$ cat src/rtl/ps2_mouse_tx.sv
// Emulates a PS/2 mouse transmitter: a 3-byte packet from the host becomes three
// 11-bit frames on registered clock/data lines, with one pending slot that merges overflow packets.
module ps2_mouse_tx #(
  parameter int HALF_CYC = 8,
  parameter int GAP_CYC  = 16
) (
  input  logic        clk_sys,
  input  logic        reset_n,
  input  logic [24:0] ps2_mouse,
  output logic        ps2_mouse_clk,
  output logic        ps2_mouse_data,
  output logic        busy,
  output logic        merged
);

  // state | meaning
  // IDLE  | lines released, waiting for a detected or pending packet
  // BIT_H | clock high half of a bit, data just updated
  // BIT_L | clock low half of a bit, data held
  // GAP   | idle line between two bytes of one packet
  typedef enum logic [1:0] {IDLE, BIT_H, BIT_L, GAP} state_t;

  localparam logic [15:0] HALF_LD = 16'(HALF_CYC - 1);
  localparam logic [15:0] GAP_LD  = 16'(GAP_CYC - 1);

  state_t      state, state_nxt;
  logic [15:0] cnt, cnt_nxt;
  logic [3:0]  bit_idx, bit_nxt;
  logic [1:0]  byte_idx, byte_nxt;
  logic [23:0] cur, cur_nxt;
  logic        clk_nxt, data_nxt;
  logic        tog_q, armed, det;
  logic [23:0] det_pkt;
  logic        pend_valid;
  logic [23:0] pend;
  logic        consume, to_pend;

  function automatic logic frame_bit(input logic [23:0] pkt, input logic [1:0] byte_i,
                                     input logic [3:0] bit_i);
    logic [7:0] b;
    logic [2:0] k;
    b = (byte_i == 2'd0) ? pkt[7:0] : (byte_i == 2'd1) ? pkt[15:8] : pkt[23:16];
    k = 3'(bit_i - 4'd1);
    case (bit_i)
      4'd0:    frame_bit = 1'b0;
      4'd9:    frame_bit = ~^b;
      4'd10:   frame_bit = 1'b1;
      default: frame_bit = b[k];
    endcase
  endfunction

  // 10-bit sum of two 9-bit values: bits 9 and 8 disagree exactly when the result leaves -256..255
  function automatic logic [23:0] merge_pkt(input logic [23:0] old_p, input logic [23:0] new_p);
    logic [9:0] sx, sy;
    logic [8:0] rx, ry;
    logic       sat_x, sat_y;
    sx    = {{2{old_p[4]}}, old_p[15:8]} + {{2{new_p[4]}}, new_p[15:8]};
    sy    = {{2{old_p[5]}}, old_p[23:16]} + {{2{new_p[5]}}, new_p[23:16]};
    sat_x = sx[9] ^ sx[8];
    sat_y = sy[9] ^ sy[8];
    rx    = sat_x ? (sx[9] ? 9'h100 : 9'h0ff) : sx[8:0];
    ry    = sat_y ? (sy[9] ? 9'h100 : 9'h0ff) : sy[8:0];
    merge_pkt = {ry[7:0], rx[7:0], old_p[7] | new_p[7] | sat_y, old_p[6] | new_p[6] | sat_x,
                 ry[8], rx[8], new_p[3:0]};
  endfunction

  // armed stays low for the first cycle after reset so the reset-time toggle value is not a packet
  always_ff @(posedge clk_sys or negedge reset_n) begin
    if (!reset_n) begin
      tog_q   <= 1'b0;
      armed   <= 1'b0;
      det     <= 1'b0;
      det_pkt <= 24'd0;
    end else begin
      tog_q   <= ps2_mouse[24];
      armed   <= 1'b1;
      det     <= armed & (ps2_mouse[24] ^ tog_q);
      det_pkt <= ps2_mouse[23:0];
    end
  end

  always_comb begin
    state_nxt = state;
    cnt_nxt   = cnt;
    bit_nxt   = bit_idx;
    byte_nxt  = byte_idx;
    cur_nxt   = cur;
    clk_nxt   = ps2_mouse_clk;
    data_nxt  = ps2_mouse_data;
    consume   = 1'b0;
    case (state)
      IDLE: begin
        if (pend_valid || det) begin
          consume   = pend_valid;
          cur_nxt   = pend_valid ? pend : det_pkt;
          state_nxt = BIT_H;
          cnt_nxt   = HALF_LD;
          bit_nxt   = 4'd0;
          byte_nxt  = 2'd0;
          clk_nxt   = 1'b1;
          data_nxt  = 1'b0;
        end
      end
      BIT_H: begin
        if (cnt == 16'd0) begin
          state_nxt = BIT_L;
          cnt_nxt   = HALF_LD;
          clk_nxt   = 1'b0;
        end else begin
          cnt_nxt = cnt - 16'd1;
        end
      end
      BIT_L: begin
        if (cnt == 16'd0) begin
          clk_nxt = 1'b1;
          if (bit_idx == 4'd10) begin
            bit_nxt  = 4'd0;
            data_nxt = 1'b1;
            if (byte_idx == 2'd2) begin
              state_nxt = IDLE;
              byte_nxt  = 2'd0;
              cnt_nxt   = 16'd0;
            end else begin
              state_nxt = GAP;
              byte_nxt  = byte_idx + 2'd1;
              cnt_nxt   = GAP_LD;
            end
          end else begin
            state_nxt = BIT_H;
            bit_nxt   = bit_idx + 4'd1;
            cnt_nxt   = HALF_LD;
            data_nxt  = frame_bit(cur, byte_idx, bit_idx + 4'd1);
          end
        end else begin
          cnt_nxt = cnt - 16'd1;
        end
      end
      GAP: begin
        if (cnt == 16'd0) begin
          state_nxt = BIT_H;
          cnt_nxt   = HALF_LD;
          data_nxt  = frame_bit(cur, byte_idx, 4'd0);
        end else begin
          cnt_nxt = cnt - 16'd1;
        end
      end
      default: state_nxt = IDLE;
    endcase
  end

  always_ff @(posedge clk_sys or negedge reset_n) begin
    if (!reset_n) begin
      state          <= IDLE;
      cnt            <= 16'd0;
      bit_idx        <= 4'd0;
      byte_idx       <= 2'd0;
      cur            <= 24'd0;
      ps2_mouse_clk  <= 1'b1;
      ps2_mouse_data <= 1'b1;
    end else begin
      state          <= state_nxt;
      cnt            <= cnt_nxt;
      bit_idx        <= bit_nxt;
      byte_idx       <= byte_nxt;
      cur            <= cur_nxt;
      ps2_mouse_clk  <= clk_nxt;
      ps2_mouse_data <= data_nxt;
    end
  end

  // an idle line with nothing pending starts the detected packet directly instead of queueing it
  assign to_pend = det & ~((state == IDLE) & ~pend_valid);

  always_ff @(posedge clk_sys or negedge reset_n) begin
    if (!reset_n) begin
      pend_valid <= 1'b0;
      pend       <= 24'd0;
      merged     <= 1'b0;
    end else begin
      merged <= 1'b0;
      if (to_pend) begin
        if (!pend_valid || consume) begin
          pend       <= det_pkt;
          pend_valid <= 1'b1;
        end else begin
          pend   <= merge_pkt(pend, det_pkt);
          merged <= 1'b1;
        end
      end else if (consume) begin
        pend_valid <= 1'b0;
      end
    end
  end

  assign busy = (state != IDLE) | pend_valid;

endmodule

$ cat config.mk
export PLATFORM = sky130hd
export DESIGN_NAME = ps2_mouse_tx
export DESIGN_NICKNAME = d
export VERILOG_FILES = /design/src/rtl/ps2_mouse_tx.sv
export SDC_FILE = /design/constraint.sdc
export NUM_CORES = 1
export LEC_CHECK = 0
export CAP_MARGIN = 20
export CORE_MARGIN = 10
export CORE_UTILIZATION = 45
export CTS_CLUSTER_DIAMETER = 80
export DETAILED_ROUTE_END_ITERATION = 16
export MAX_ROUTING_LAYER = met4
export PLACE_DENSITY = 0.66
export SLEW_MARGIN = 10
export SYNTH_ARGS = -nofsm -noshare
export SYNTH_HDL_FRONTEND = slang
export SYNTH_SLANG_ARGS = --single-unit
$ cat constraint.sdc
create_clock -name clk_sys -period 5.3 [get_ports clk_sys]
set_input_delay 1.06 -clock clk_sys [delete_from_list [all_inputs] [get_ports clk_sys]]
set_output_delay 1.06 -clock clk_sys [all_outputs]
set_load 0.005 [all_outputs]
==> flow_metrics.py <==
metrics = {
    "clocking": {
        "cts.sinks": 103,
        "clock_tree.root_cell": "sky130_fd_sc_hd__clkbuf_16",
        "cts_tree": "yes",
        "cts-htree-levels": 3,
        "postCtsSetupBuffers": 0,
        "cts.path.max_buffers": 2,
        "clkLatencyLatePin_ns": 0.36,
        "cts.clk_slew.worst_paths_ns": 0.07,
        "cts_hold_repair.buffers": 0,
        "post_cts_resize_count": 0,
        "numCtsBuffers": 9,
    },
    "critical_path": {
        "path_class": "reg2out",
        "cp_slowest_cell": "sky130_fd_sc_hd__clkdlybuf4s50_1",
        "critPathTopFamily": "buffers and inverters",
        "critical_path.n_buffers_inverters": 2,
        "worstPathRequired_ns": 4.24,
        "r2r_slack_ns": 2.45,
        "reg2regPathDepth": 6,
        "worstSetupPathDepth": 4,
        "worst_ep_arrival_time_ns": 1.95,
        "critical_path_peak_fanout": 8,
        "timing.critical_path.cells": "inv_1, ha_1, nand2b_1, clkdlybuf4s50_1",
        "crit_path_largest_cell_delay_ns": 0.51,
        "startpoint_type": "flip-flop",
        "worst_setup_path_end_kind": "output pin",
    },
    "timing": {
        "grt_setup_unrepaired": "no",
        "report.final.slew_viol_count": 0,
        "finalHoldViolCount": 0,
        "fin_ws_ns": 2.291,
        "final.period_utilization_pct": 56.78,
        "clock_skew_ns": 0.01053,
        "finalSetupTns_ns": 0,
        "final.min_clock_period_ns": 3.009,
        "final-setup-viol-count": 0,
        "worst_pin_slew_ns": 1.016,
        "max_slew_margin_pct": 32.29,
        "fmax_mhz": 332.3,
    },
    "yosys": {
        "synth.most_common_cell": "sky130_fd_sc_hd__dfrtp_1",
        "synth_seq_cells": 103,
        "yosysWarningCount": 0,
        "mappedNetlistNets": 645,
        "synth.top_cell.area_share_pct": 44.32,
        "synthesis.instances": 585,
        "synth_enable_flop_cells": 0,
        "synthTopCellsByCount": "sky130_fd_sc_hd__dfrtp_1 (101), sky130_fd_sc_hd__nand2_1 (76), sky130_fd_sc_hd__nor2_1 (54), sky130_fd_sc_hd__o21ai_0 (54), sky130_fd_sc_hd__mux2i_1 (32)",
        "synth_top_cell_by_area": "sky130_fd_sc_hd__dfrtp_1",
        "synth_area_per_cell_sq_um": 9.749,
        "synth.lib_cells_used.distinct": 62,
        "synth-main-ff-cell": "sky130_fd_sc_hd__dfrtp_1",
        "synth-async-reset-ratio_pct": 100.0,
        "synthTopCellsByArea": "sky130_fd_sc_hd__dfrtp_1 (44%), sky130_fd_sc_hd__ha_1 (6.8%), sky130_fd_sc_hd__mux2i_1 (5.6%)",
        "synthesis.area_sq_mm": 0.005703,
        "yosysSeqAreaShare_pct": 45.24,
    },
    "route": {
        "final_antenna_net_count": 0,
        "dr.first_iter.drc_count": 315,
        "remaining_drc_errors": 0,
        "wl_um": 12400,
        "routedWlPerCell_um": 15.83,
        "vias_per_cell": 5.400,
        "num_vias": 4228,
        "drt-pass1-iter-count": 6,
    },
    "final_layout": {
        "nets": 665,
        "area_growth_pct": 13.34,
        "fillCellCount": 1148,
        "finish.cell_count_without_fillers": 783,
        "finish.instance_area_sq_mm": 0.006464,
        "drive_above_1_share_pct": 7.705,
    },
    "min_path": {
        "holdPathStages": 1,
        "hold_path.class": "reg2reg",
    },
    "pwr": {
        "swShare_pct": 40.78,
        "switchingPower_mw": 1.480,
        "logic_pwr_share_pct": 47.3,
        "powerDensity_mw_per_mm2": 561.4,
        "clockPowerShare_pct": 19.2,
        "ir_drop_uv": 312.6,
        "power.leakage_nw": 2.810,
        "power.internal_mw": 2.149,
        "sequentialPowerShare_pct": 33.5,
    },
    "die": {
        "die_w_um": 132.6,
        "total_core_area_sq_mm": 0.01252,
        "placement_rows": 41,
        "i_o_pin_count": 31,
        "die_height_um": 132.6,
        "design.die.area_sq_mm": 0.01758,
        "starting_utilization_of_the_core_area_pct": 45.56,
    },
    "grt": {
        "largest_net_degree_at_the_start_of_global_routing": 76,
        "overflow": 0,
        "grt_pass1_vias": 4257,
        "grtUsageTotal_pct": 14.74,
        "wire_length_of_the_first_global_routing_pass_um": 20800,
        "initial_antenna_violation_count": 1,
    },
    "placed_design": {
        "io_buffer_count": 30,
        "pre_cts_slack_ns": 2.446,
        "post_place_instance_area_sq_mm": 0.006147,
        "gp_routability_congestion": 0.8437,
        "place.detailed.instances": 766,
        "post-dp-hpwl_um": 8813,
    },
    "job": {
        "drv.max_cap_violation_count": 0,
    },
    "status": {
        "outcome": "finished, final reports clean",
    },
}
==> final timing paths <==
| check | startpoint | end |
|---|---|---|
| worst max-delay path | state[1] | busy |
| worst min-delay path | armed | det |
| worst max register to register | cnt[7] | cnt[13] |
| worst min register to register | armed | det |
| max in group asynchronous | reset_n | pend[22] |
| min in group asynchronous | reset_n | cnt[11] |
==> layer usage <==
layer	track usage (%)	vias up	part of all wire, %
met1	18.34	2025	46
met3	3.974	15	4.1
met5	-	-	0
li1	-	2104	-
met2	23.05	84	48
met4	4.401	0	1.4
==> per-stage QoR <==
step	power, mW	hold WS [ns]	utilization (%)
floorplan	2.525	0.4277	-
global placement	2.881	0.4377	49.11
detailed placement	2.932	0.4444	49.11
CTS	3.648	0.4623	51.62
global route	3.923	0.4782	51.64
finish	3.629	0.4552	51.64
==> logic make-up after synthesis <==
group | synth area share, %
other | 0.06576
AOI/OAI and AO/OA | 14.70
xor gates and xnor gates | 5.836
DFF | 45.24
buffers and inverters | 2.984
and+or+nand+nor | 15.12
adders and majority gates | 7.679
muxes | 8.381
==> flip-flops by register name (all words and copies together) (netlist names) <==
name / flops
det: 1
bit_idx: 4
ps2_mouse_clk: 1
byte_idx: 2
merged: 1
pend_valid: 1
ps2_mouse_data: 1
pend: 24
cnt: 16
tog_q: 1
armed: 1
state: 2
cur: 24
det_pkt: 24
==> cells in the final DEF, fill, tap and decap left out, types with 4 or more instances in the layout <==
cell type	n
sky130_fd_sc_hd__a221o_1	4
sky130_fd_sc_hd__o21ai_0	53
sky130_fd_sc_hd__a21oi_1	26
sky130_fd_sc_hd__nand2_1	76
sky130_fd_sc_hd__clkbuf_16	9
sky130_fd_sc_hd__nand4_1	4
sky130_fd_sc_hd__nand3_1	9
sky130_fd_sc_hd__nor3_1	13
sky130_fd_sc_hd__xor2_1	13
sky130_fd_sc_hd__a21o_1	6
sky130_fd_sc_hd__nor2b_1	5
sky130_fd_sc_hd__inv_1	19
sky130_fd_sc_hd__xnor2_1	25
sky130_fd_sc_hd__ha_1	31
sky130_fd_sc_hd__o31ai_1	5
sky130_fd_sc_hd__a221oi_1	4
sky130_fd_sc_hd__dfrtp_1	101
sky130_fd_sc_hd__nand2b_1	6
sky130_fd_sc_hd__buf_4	4
sky130_fd_sc_hd__nor2_1	54
sky130_fd_sc_hd__nor4_1	5
sky130_fd_sc_hd__mux2i_1	32
sky130_fd_sc_hd__clkdlybuf4s50_1	29
sky130_fd_sc_hd__mux2_2	10
==> layout make-up <==
cell class	count	area (sq um)	share of cell area [%]
Sequential cell	103	2580	39.91
Inverter	20	75.07	1.161
Clock buffer	10	239.0	3.697
Tap cell	172	215.2	3.329
Multi-Input combinational cell	438	2957	45.74
Clock inverter	6	75.07	1.161
Timing Repair Buffer	33	320.3	4.955
Antenna cell	1	2.502	0.03871
==> power groups by stage <==
stage / sequential, mW / clock [mW] / combinational, mW
floorplan: 1.17 / 0 / 1.35
global placement: 1.22 / 0 / 1.66
detailed placement: 1.23 / 0 / 1.70
CTS: 1.22 / 0.717 / 1.72
global route: 1.25 / 0.748 / 1.93
finish: 1.21 / 0.698 / 1.72
No activity file was read; power rests on OpenSTA's default activity.
